==> config.mk <==
export PLATFORM = sky130hd
export DESIGN_NAME = flow_ctrl_unit_flat
export DESIGN_NICKNAME = d
export VERILOG_FILES = /design/src/rtl/cpu_pkg.sv /design/src/rtl/flow_ctrl_unit_if.sv /design/src/rtl/flow_ctrl_unit_status_reg.sv /design/src/rtl/flow_ctrl_unit.sv /design/src/flat_wrapper.sv
export SDC_FILE = /design/constraint.sdc
export NUM_CORES = 1
export LEC_CHECK = 0
export ABC_AREA = 1
export CAP_MARGIN = 20
export CORE_MARGIN = 2
export CORE_UTILIZATION = 30
export DETAILED_ROUTE_END_ITERATION = 6
export GPL_TIMING_DRIVEN = 0
export PLACE_DENSITY = 0.58
export REMOVE_ABC_BUFFERS = 1
export SYNTH_ARGS = -nofsm -noshare
export SYNTH_HDL_FRONTEND = slang
export SYNTH_HIERARCHICAL = 1
export SYNTH_SLANG_ARGS = --single-unit
==> constraint.sdc <==
create_clock -name clk -period 2.15 [get_ports clk]
set_input_delay 0.215 -clock clk [delete_from_list [all_inputs] [get_ports clk]]
set_output_delay 0.215 -clock clk [all_outputs]
set_load 0.1 [all_outputs]
==> src/rtl/cpu_pkg.sv <==
// ---------------------------------------------------------------------------
// cpu_pkg: flow opcodes, SR bit indices and flow FSM state encodings.
// Rev 1.0
// ---------------------------------------------------------------------------
`default_nettype none

package cpu_pkg;

  localparam logic [2:0] OP_TRAP = 3'd0;
  localparam logic [2:0] OP_NOP  = 3'd1;
  localparam logic [2:0] OP_JMP  = 3'd2;
  localparam logic [2:0] OP_JZ   = 3'd3;
  localparam logic [2:0] OP_JS   = 3'd4;
  localparam logic [2:0] OP_JZS  = 3'd5;
  localparam logic [2:0] OP_LSR  = 3'd6;
  localparam logic [2:0] OP_XSR  = 3'd7;

  localparam int SR_Z = 0;
  localparam int SR_S = 1;
  localparam int SR_C = 2;

  typedef enum logic [1:0] {
    ST_RUN    = 2'd0,
    ST_BUBBLE = 2'd1,
    ST_TRAP   = 2'd2
  } state_e;

endpackage

`default_nettype wire

==> src/rtl/flow_ctrl_unit_if.sv <==
// ---------------------------------------------------------------------------
// flow_ctrl_unit_if: op handshake, ALU flag and PC/SR status bundle.
// Rev 1.0
// ---------------------------------------------------------------------------
`default_nettype none

interface flow_ctrl_unit_if #(
  parameter int ADDR_W = 20
);
  logic [2:0]        flg_we;
  logic              alu_zero;
  logic              alu_sign;
  logic              alu_carry;
  logic              op_valid;
  logic              op_ready;
  logic [2:0]        op_code;
  logic [ADDR_W-1:0] op_target;
  logic [2:0]        op_sr;
  logic [ADDR_W-1:0] pc;
  logic              redirect;
  logic [2:0]        sr;
  logic              trapped;
  logic              trap_ack;

  modport master (
    output flg_we, alu_zero, alu_sign, alu_carry, op_valid, op_code, op_target, op_sr, trap_ack,
    input  op_ready, pc, redirect, sr, trapped
  );

  modport slave (
    input  flg_we, alu_zero, alu_sign, alu_carry, op_valid, op_code, op_target, op_sr, trap_ack,
    output op_ready, pc, redirect, sr, trapped
  );
endinterface

`default_nettype wire

==> src/rtl/flow_ctrl_unit_status_reg.sv <==
// ---------------------------------------------------------------------------
// status_reg: 3-bit {C,S,Z} register, per-bit priority LSR > XSR > ALU write.
// Rev 1.0
// ---------------------------------------------------------------------------
`default_nettype none

module status_reg (
  input  wire logic       clk,
  input  wire logic       rst,
  input  wire logic       lsr_i,
  input  wire logic       xsr_i,
  input  wire logic [2:0] op_sr_i,
  input  wire logic [2:0] flg_we_i,
  input  wire logic [2:0] alu_flags_i,
  output logic      [2:0] sr_q_o,
  output logic      [2:0] sr_next_o
);

  logic [2:0] sr_q;
  logic [2:0] sr_d;

  always_comb begin
    sr_d = sr_q;
    for (int b = 0; b < 3; b++) begin
      if (lsr_i)            sr_d[b] = op_sr_i[b];
      else if (xsr_i)       sr_d[b] = sr_q[b] ^ op_sr_i[b];
      else if (flg_we_i[b]) sr_d[b] = alu_flags_i[b];
    end
  end

  always_ff @(posedge clk) begin
    if (rst) sr_q <= 3'b000;
    else     sr_q <= sr_d;
  end

  assign sr_q_o    = sr_q;
  assign sr_next_o = sr_d;

endmodule

`default_nettype wire

==> src/rtl/flow_ctrl_unit.sv <==
// ---------------------------------------------------------------------------
// flow_ctrl_unit: PC, status register, conditional jumps and trap handling.
// Option macro: FLAG_BYPASS_EN (jump conditions see same-cycle ALU flags).  Rev 1.0
// ---------------------------------------------------------------------------
`default_nettype none

module flow_ctrl_unit
  import cpu_pkg::*;
#(
  parameter int                ADDR_W   = 20,
  parameter logic [ADDR_W-1:0] RESET_PC = 20'h00000,
  parameter logic [ADDR_W-1:0] TRAP_VEC = 20'hFFF00
) (
  input wire logic        clk,
  input wire logic        rst,
  flow_ctrl_unit_if.slave fc
);

  state_e            state_q, state_d;
  logic [ADDR_W-1:0] pc_q, pc_d;
  logic              redirect_q, redirect_d;
  logic [2:0]        sr_q, sr_next, cond_sr, alu_flags;
  logic              accept, taken, lsr, xsr;

  assign fc.op_ready = (state_q == ST_RUN) && !rst;
  assign accept      = fc.op_valid && fc.op_ready;
  assign lsr         = accept && (fc.op_code == OP_LSR);
  assign xsr         = accept && (fc.op_code == OP_XSR);

  always_comb begin
    alu_flags       = 3'b000;
    alu_flags[SR_Z] = fc.alu_zero;
    alu_flags[SR_S] = fc.alu_sign;
    alu_flags[SR_C] = fc.alu_carry;
  end

  status_reg u_status_reg (
    .clk         (clk),
    .rst         (rst),
    .lsr_i       (lsr),
    .xsr_i       (xsr),
    .op_sr_i     (fc.op_sr),
    .flg_we_i    (fc.flg_we),
    .alu_flags_i (alu_flags),
    .sr_q_o      (sr_q),
    .sr_next_o   (sr_next)
  );

`ifdef FLAG_BYPASS_EN
  assign cond_sr = sr_next;
`else
  assign cond_sr = sr_q;
`endif

  always_comb begin
    taken = 1'b0;
    case (fc.op_code)
      OP_JMP:  taken = 1'b1;
      OP_JZ:   taken = cond_sr[SR_Z];
      OP_JS:   taken = cond_sr[SR_S];
      OP_JZS:  taken = cond_sr[SR_Z] | cond_sr[SR_S];
      default: taken = 1'b0;
    endcase
  end

  always_comb begin
    state_d    = state_q;
    pc_d       = pc_q;
    redirect_d = 1'b0;
    case (state_q)
      ST_RUN: begin
        if (accept) begin
          if (fc.op_code == OP_TRAP) begin
            pc_d       = TRAP_VEC;
            redirect_d = 1'b1;
            state_d    = ST_TRAP;
          end else if (taken) begin
            pc_d       = fc.op_target;
            redirect_d = 1'b1;
            state_d    = ST_BUBBLE;
          end else begin
            pc_d = pc_q + ADDR_W'(1);
          end
        end
      end
      ST_BUBBLE: state_d = ST_RUN;
      ST_TRAP:   if (fc.trap_ack) state_d = ST_RUN;
      default:   state_d = ST_RUN;
    endcase
  end

  always_ff @(posedge clk) begin
    if (rst) begin
      state_q    <= ST_RUN;
      pc_q       <= RESET_PC;
      redirect_q <= 1'b0;
    end else begin
      state_q    <= state_d;
      pc_q       <= pc_d;
      redirect_q <= redirect_d;
    end
  end

  assign fc.pc       = pc_q;
  assign fc.redirect = redirect_q;
  assign fc.sr       = sr_q;
  assign fc.trapped  = (state_q == ST_TRAP);

endmodule

`default_nettype wire

==> src/flat_wrapper.sv <==
// flat-port wrapper written by rule: the top's interface ports become plain ports
module flow_ctrl_unit_flat import cpu_pkg::*;
#(
  parameter int                ADDR_W   = 20,
  parameter logic [ADDR_W-1:0] RESET_PC = 20'h00000,
  parameter logic [ADDR_W-1:0] TRAP_VEC = 20'hFFF00
)
  (clk, rst, fc_flg_we, fc_alu_zero, fc_alu_sign, fc_alu_carry, fc_op_valid, fc_op_code, fc_op_target, fc_op_sr, fc_trap_ack, fc_op_ready, fc_pc, fc_redirect, fc_sr, fc_trapped);
  flow_ctrl_unit_if #(.ADDR_W(ADDR_W)) fc_i ();
  input wire logic clk;
  input wire logic rst;
  input wire logic [$bits(fc_i.flg_we)-1:0] fc_flg_we;
  input wire logic [$bits(fc_i.alu_zero)-1:0] fc_alu_zero;
  input wire logic [$bits(fc_i.alu_sign)-1:0] fc_alu_sign;
  input wire logic [$bits(fc_i.alu_carry)-1:0] fc_alu_carry;
  input wire logic [$bits(fc_i.op_valid)-1:0] fc_op_valid;
  input wire logic [$bits(fc_i.op_code)-1:0] fc_op_code;
  input wire logic [$bits(fc_i.op_target)-1:0] fc_op_target;
  input wire logic [$bits(fc_i.op_sr)-1:0] fc_op_sr;
  input wire logic [$bits(fc_i.trap_ack)-1:0] fc_trap_ack;
  output wire logic [$bits(fc_i.op_ready)-1:0] fc_op_ready;
  output wire logic [$bits(fc_i.pc)-1:0] fc_pc;
  output wire logic [$bits(fc_i.redirect)-1:0] fc_redirect;
  output wire logic [$bits(fc_i.sr)-1:0] fc_sr;
  output wire logic [$bits(fc_i.trapped)-1:0] fc_trapped;
  assign fc_i.flg_we = fc_flg_we;
  assign fc_i.alu_zero = fc_alu_zero;
  assign fc_i.alu_sign = fc_alu_sign;
  assign fc_i.alu_carry = fc_alu_carry;
  assign fc_i.op_valid = fc_op_valid;
  assign fc_i.op_code = fc_op_code;
  assign fc_i.op_target = fc_op_target;
  assign fc_i.op_sr = fc_op_sr;
  assign fc_i.trap_ack = fc_trap_ack;
  assign fc_op_ready = fc_i.op_ready;
  assign fc_pc = fc_i.pc;
  assign fc_redirect = fc_i.redirect;
  assign fc_sr = fc_i.sr;
  assign fc_trapped = fc_i.trapped;
  flow_ctrl_unit #(.ADDR_W(ADDR_W), .RESET_PC(RESET_PC), .TRAP_VEC(TRAP_VEC)) u_core (.clk(clk), .rst(rst), .fc(fc_i));
endmodule
Yosys cells after proc, flatten, opt, wreduce, memory -nomap -nowiden
Index checks and enable logic that the tools add are counted.

Output and inout bits: 26. Input bits: 36. Word-level logic and storage cells: 55. Register bits after elaboration: 26.

Reductions and logical operators: 13. Add/subtract/negate cells: 1. Bitwise logic cells: 6. Muxes and demuxes: 19. Equal/unequal tests: 10.

Operators by type and width (count): 20-bit two-way mux (2); 20-bit by 1-bit adder with 20-bit output (second input constant) (1); 3-bit == test (second input constant) (4); 1-bit two-way mux (11); 3-bit nonzero test (3); 2-bit two-way mux (4); 3-bit by 2-bit == test with 1-bit output (second input constant) (2); 1-bit logical AND (4); 1-bit case mux with 4 select lines (1); 2-bit case mux with 2 select lines (1); 3-bit logical NOT (1); 3-bit by 2-bit != test with 1-bit output (second input constant) (1); 3-bit AND reduction (1); 3-bit OR reduction (1); 1-bit bitwise XOR (3); 2-bit == test (second input constant) (1); 2-bit logical NOT (1); 2-bit by 1-bit != test with 1-bit output (second input constant) (1); 2-bit != test (second input constant) (1); 1-bit NOT (2); 2-bit AND reduction (1); 1-bit logical NOT (1); 1-bit bitwise OR (1).

Longest topological paths before layout
Gate-level depths: netlist of run 1.

Word-level depth: 6. Mapped depth: 12. Gate-level depth less buffers: 11.

By module
Netlist of run 1, hierarchy kept.

Modules (own cells, without submodules): flow_ctrl_unit (instances 1, area each 1707.9 um^2, cells each 288, seq. area each 460.4 um^2); status_reg (instances 1, area each 255.2 um^2, cells each 48, seq. area each 60.1 um^2).

Worst setup path after synthesis of run 1
Ideal clock, no wire load.

Path kind: reg2reg. Start: register u_core.state_q[0]. End: register u_core.u_status_reg.sr_q[2], in the netlist u_core/u_status_reg/sr_q_o[2]. Clock period less this slack: 2.285 ns. Path buffers: 1. Setup slack: -0.135 ns. Data arrival time: 2.177 ns. Stages on the path, launching flop included: 12. Setup time: 0.109 ns. Data required time: 2.041 ns. Cells stage by stage: dfxtp_1 -> inv_1 -> nand2_2 -> nor2_4 -> nand2_2 -> clkbuf_1 -> nor4_1 -> inv_2 -> o21ai_1 -> nand2_1 -> nand2_2 -> nor2_2.

Longest elaborated chain between the ends: 6. Elaborated cells on any way between the ends: 8. Classes of those cells: mux: 2; reduce/logical: 6.

Ends and longest elaborated chain: start, declared (line flow_ctrl_unit.sv:19) `state_e state_q, state_d;`; start signal, assigned (line flow_ctrl_unit.sv:98) `state_q <= state_d;`; 2-bit logical NOT (*) (line flow_ctrl_unit.sv:25) `assign fc.op_ready = (state_q == ST_RUN) && !rst;`; 1-bit logical AND (*) (line flow_ctrl_unit.sv:25); via fc_op_ready (line flat_wrapper.sv:21) `output wire logic [$bits(fc_i.op_ready)-1:0] fc_op_ready;`; 1-bit logical AND (*) (line flow_ctrl_unit.sv:26) `assign accept = fc.op_valid && fc.op_ready;`; 1-bit logical AND (*) (line flow_ctrl_unit.sv:28) `assign xsr = accept && (fc.op_code == OP_XSR);`; via u_core.xsr (line flow_ctrl_unit.sv:23) `logic accept, taken, lsr, xsr;`; 1-bit two-way mux (line flow_ctrl_unit_status_reg.sv:26) `else if (xsr_i) sr_d[b] = sr_q[b] ^ op_sr_i[b];`; 1-bit two-way mux (line flow_ctrl_unit_status_reg.sv:25) `if (lsr_i) sr_d[b] = op_sr_i[b];`; end signal, assigned (line flow_ctrl_unit_status_reg.sv:33) `else sr_q <= sr_d;`; end, declared (line flow_ctrl_unit_status_reg.sv:19) `logic [2:0] sr_q;`.

Mark *: on every way through the listed nets, which the timed path passes. The rest lies on a longest branch. A chain may end at the register's enable or synchronous reset.

Worst setup path in the final report of run 1
Start: register u_core.pc_q[7], in the netlist u_core/fc.pc[7]. End: output port fc_pc[7].

RTL lines: start, declared (line flow_ctrl_unit.sv:20) `logic [ADDR_W-1:0] pc_q, pc_d;`; start signal, assigned (line flow_ctrl_unit.sv:99) `pc_q <= pc_d;`; end, declared (line flat_wrapper.sv:22) `output wire logic [$bits(fc_i.pc)-1:0] fc_pc;`.

No word-level cell between the ends.

==> flow_summary.json, run 1 <==
{
  "status": "finished clean",
  "hold_viol": 0,
  "critPathCapture": "fc_pc[7]",
  "drt_iter0_drc": 68,
  "hold_slack_ns": 0.488,
  "drc": 0,
  "relSlewSlack_pct": 33.8,
  "drive_above_1_share_pct": 8.46,
  "syn_area_mm2": 0.00195,
  "viasPerCell": 4.50,
  "final_util_pct": 42.8,
  "placed_cell_area_mm2": 0.00260,
  "detail-route-antenna-nets": 0,
  "rr_endpoint": "u_core/fc.pc[7]",
  "cts-root-buf": "clkbuf_8",
  "grt_pass1_vias": 1972,
  "crit_start": "u_core/fc.pc[7]",
  "critPathArrivalTime_ns": 1.89,
  "cp.depth": 1,
  "gp_congestion": 0.787,
  "crit_family": "buffers and inverters",
  "r2r_setup_slack_ns": 0.32,
  "reg2reg_from": "u_core/state_q[0]",
  "reg2reg_depth": 9,
  "ioPinCount": 62,
  "power.density_mw_per_mm2": 599,
  "clk_latency_ns": 0.27,
  "crit_fanout": 6,
  "rsz0062_at_grt": "no",
  "grt_start_max_net_pins": 28,
  "crit_chain": "clkdlybuf4s50_1",
  "worst_slew_pin_slew_ns": 0.989,
  "grt_use_total_pct": 14.8,
  "end_kind": "output port",
  "numCtsBuffers": 3,
  "areaGrowthSynthToFinish_pct": 38.4,
  "place_inst": 462,
  "cts_tree": "yes",
  "dieArea_mm2": 0.00717,
  "start_util_pct": 30.9,
  "drtPass1Iterations": 5,
  "slowest_delay_ns": 1.18,
  "hpwl_mm": 3.75,
  "fmax_mhz": 474,
  "wl_per_cell_um": 11.3,
  "holdPathStages": 1,
  "period_needed_ns": 2.11,
  "vias": 2103,
  "period_share_pct": 98.1,
  "fp-row-count": 29,
  "ir_worst_vdd_uv": 338,
  "overflow": 0,
  "start_kind": "register",
  "final-setup-viol-count": 0,
  "cts_buffer_depth": 2,
  "fin_skew_ns": 0.00554,
  "finalPower_mw": 1.62,
  "cp.required_ns": 1.93,
  "die_w_um": 84.7,
  "num-fill-cells": 704,
  "critPathSlowestCell": "clkdlybuf4s50_1",
  "instances_no_fill": 467,
  "wirelength_mm": 5.27,
  "final_max_slew_viol_count": 0,
  "postSynthCellCount": 333,
  "final_area_mm2": 0.00270,
  "yosysWarningCount": 6,
  "use_met3_pct": 2.36,
  "hp-class": "register to register",
  "core_mm2": 0.00631,
  "use_met2_pct": 25.5,
  "clkSinkCount": 26,
  "worst-path-buf-inv": 1,
  "n_antenna_cell": 0,
  "die_h_um": 84.7,
  "syn_area_per_cell_um2": 5.86,
  "drv_cap": 0,
  "final_nets": 428,
  "clk_pin_slew_worst_paths_ns": 0.09,
  "grt_pass1_wl_mm": 8.87,
  "io_buffers": 61,
  "busiest_layer": "met2",
  "crit_type": "register to output port",
  "power_leakage_nw": 1.27,
  "h-tree-depth": 1,
  "grt_use_met1_pct": 19.8,
  "antenna_found_initial": 0
}
[state kept, by name, summed over array words and instances (netlist names)]
| register | count |
|---|---|
| u_core/u_status_reg/sr_q_o | 3 |
| u_core/fc.redirect | 1 |
| u_core/state_q | 2 |
| u_core/fc.pc | 20 |
[cell type report]
cell class | instances | area [um^2] | area share (%)
multi-input cells | 230 | 1140 | 42.4
clock buffers | 4 | 55.1 | 2.04
inverters | 68 | 255 | 9.45
well taps | 77 | 96.3 | 3.57
flip-flops and latches | 26 | 520 | 19.3
repair buffers | 62 | 629 | 23.3
[worst register-to-register path: stages, from the launching register on]
cell	delay, ns
dfxtp_1	0.33
inv_1	0.06
nand2_2	0.07
nor2_4	0.11
nand2_2	0.32
nor2_4	0.54
nand2_1	0.11
inv_1	0.07
nand2_1	0.05
a21oi_1	0.11
[what timing repair did]
action                                  in CTS  in global routing
setup buffers                                0                  0
gates resized for setup                      7                  3
hold buffers                                 0                  0
endpoints found under the setup margin      26                  3
[worst min-delay path by stage]
stage / from / slack [ns] / end
after floorplan: rst / 0.28 / u_core/u_status_reg/sr_q_o[2]
after global placement: u_core/state_q[0] / 0.45 / u_core/state_q[1]
after detailed placement: u_core/state_q[0] / 0.48 / u_core/state_q[1]
after CTS: u_core/state_q[0] / 0.50 / u_core/state_q[1]
after global routing: u_core/state_q[0] / 0.51 / u_core/state_q[1]
final: u_core/state_q[0] / 0.49 / u_core/state_q[1]
[layout by cell type (no fill, tap or decap), types with 2 or more instances in the layout]
master,n
nand3_2,2
xor2_1,6
nand2_2,8
clkbuf_8,4
o21ai_1,5
clkdlybuf4s50_1,55
nor2_4,4
dlygate4sd2_1,3
o211ai_1,3
nor2_2,3
nand3_1,28
nor2_1,23
dfxtp_1,26
inv_1,62
a21boi_1,7
o21ai_0,15
nand2_1,102
dlymetal6s2s_1,3
inv_2,6
a21oi_1,14
[stage by stage]
| stage | worst slack (ns) | TNS (ns) |
|---|---|---|
| floorplan | -0.125 | -0.443 |
| CTS | -0.0230 | -0.0230 |
| detailed placement | -1.01 | -22.77 |
| finish | 0.0416 | 0 |
| global placement | -1.05 | -22.97 |
| global route | 0.000726 | 0 |
[report_power, final]
part	internal, mW	total (mW)	switching, mW
clock	0.164	0.330	0.166
sequential	0.526	0.577	0.0510
combinational	0.207	0.711	0.503
[metal layers]
| metal | up-vias | share of wire (%) |
|---|---|---|
| met5 | - | 0 |
| met4 | 0 | 0.53 |
| met3 | 6 | 5.4 |
| met2 | 51 | 46 |
| met1 | 912 | 48 |
| li1 | 1134 | - |
Power figures use the tool's default switching activity.
==> inputs of run 2 (changes only) <==
--- a/config.mk
+++ b/config.mk
@@ -12,6 +12,7 @@
 export DETAILED_ROUTE_END_ITERATION = 6
 export GPL_TIMING_DRIVEN = 0
 export PLACE_DENSITY = 0.58
+export RECOVER_POWER = 25
 export REMOVE_ABC_BUFFERS = 1
 export SYNTH_ARGS = -nofsm -noshare
 export SYNTH_HDL_FRONTEND = slang
==> flow_summary.json, run 2 (synthesized netlist as in run 1, its figures left out) <==
{
  "status": "finished clean",
  "start_kind": "register",
  "tns_ns": 0,
  "drive_above_1_share_pct": 7.69,
  "gp_congestion": 0.787,
  "period_share_pct": 98.1,
  "relSlewSlack_pct": 22.8,
  "detail-route-antenna-nets": 0,
  "setup_ws_ns": 0.0410,
  "ioPinCount": 62,
  "drt_iter0_drc": 64,
  "wl_met2_mm": 2.42,
  "post_cts.repair.setup_buffers": 0,
  "drtPass1Iterations": 4,
  "critPathArrivalTime_ns": 1.89,
  "largest_reg_flops": 20,
  "period_needed_ns": 2.11,
  "crit_type": "register to output port",
  "dr_wl_met3_um": 296,
  "hp-class": "register to register",
  "hpwl_mm": 3.75,
  "rsz0062_at_grt": "no",
  "hold_slack_ns": 0.487,
  "clk_latency_ns": 0.27,
  "grt_use_total_pct": 14.8,
  "worst_slew_pin_slew_ns": 1.16,
  "pre_cts_slack_ns": -1.01,
  "instances_no_fill": 467,
  "vias": 2089,
  "cts_tree": "yes",
  "critPathSlowestCell": "clkdlybuf4s50_1",
  "hold_viol": 0,
  "final_util_pct": 42.2,
  "die_h_um": 84.7,
  "clkSinkCount": 26,
  "final_nets": 428,
  "r2r_setup_slack_ns": 0.23,
  "antenna_found_initial": 0,
  "layout_commonest_cell": "nand2_1",
  "wl_per_cell_um": 11.3,
  "final_max_slew_viol_count": 0,
  "slowest_delay_ns": 1.18,
  "fmax_mhz": 474,
  "power_leakage_nw": 1.21,
  "viasPerCell": 4.47,
  "cp.required_ns": 1.93,
  "core_mm2": 0.00631,
  "drt-met1-wl_mm": 2.55,
  "cts-root-buf": "clkbuf_8",
  "crit_fanout": 6,
  "start_util_pct": 30.9,
  "place_inst": 462,
  "end_kind": "output port",
  "placed_cell_area_mm2": 0.00260,
  "dieArea_mm2": 0.00717,
  "cts_buffer_depth": 2,
  "power.density_mw_per_mm2": 605,
  "overflow": 0,
  "ir_worst_vdd_uv": 338,
  "wirelength_mm": 5.29,
  "fp-row-count": 29,
  "final-setup-viol-count": 0,
  "worst-path-buf-inv": 1,
  "grt_pass1_vias": 1972,
  "crit_chain": "clkdlybuf4s50_1",
  "numCtsBuffers": 3,
  "final_cell_mix": "103 x nand2_1, 63 x inv_1, 55 x clkdlybuf4s50_1",
  "grt_pass1_wl_mm": 8.87,
  "areaGrowthSynthToFinish_pct": 36.4,
  "io_buffers": 61,
  "routed.top_layer": "met4",
  "postCtsHoldBufs": 0,
  "drc": 0,
  "drv_cap": 0,
  "n_antenna_cell": 0,
  "h-tree-depth": 1,
  "finalPower_mw": 1.61,
  "grt_start_max_net_pins": 28,
  "die_w_um": 84.7,
  "final_area_mm2": 0.00266,
  "crit_family": "buffers and inverters",
  "clk_pin_slew_worst_paths_ns": 0.10,
  "fin_skew_ns": 0.00424
}
-- run 2: final cells by class --
cell class / instances / area (um^2)
fillers: 712 / 3650
multi-input cells: 230 / 1140
repair buffers: 62 / 598
flip-flops and latches: 26 / 520
inverters: 68 / 255
well taps: 77 / 96.3
clock buffers: 4 / 55.1
-- run 2: worst paths after layout --
check | from | end | cells past startpoint
worst min-delay path | u_core/state_q[1] | u_core/state_q[1] | 2
worst max register to register | u_core/state_q[0] | u_core/u_status_reg/sr_q_o[2] | 10
worst min register to register | u_core/state_q[1] | u_core/state_q[1] | 2
worst max-delay path | u_core/fc.pc[7] | fc_pc[7] | 1
-- run 2: power breakdown --
part	switching (mW)	internal, mW	total, mW	leakage, nW
clock	0.167	0.164	0.331	0.0288
sequential	0.0516	0.526	0.577	0.215
combinational	0.503	0.201	0.704	0.967
-- run 2: repair_timing --
item / in CTS / in global routing
pin swaps: 0 / 0
endpoints found under the setup margin: 26 / 3
resized for setup: 7 / 3
-- run 2: per-layer routing --
| metal | vias to the layer above | global-route usage, % |
|---|---|---|
| li1 | 1135 | - |
| met1 | 909 | 19.8 |
| met2 | 43 | 25.5 |
| met3 | 2 | 2.36 |
| met4 | 0 | 2.16 |
| met5 | - | 0 |
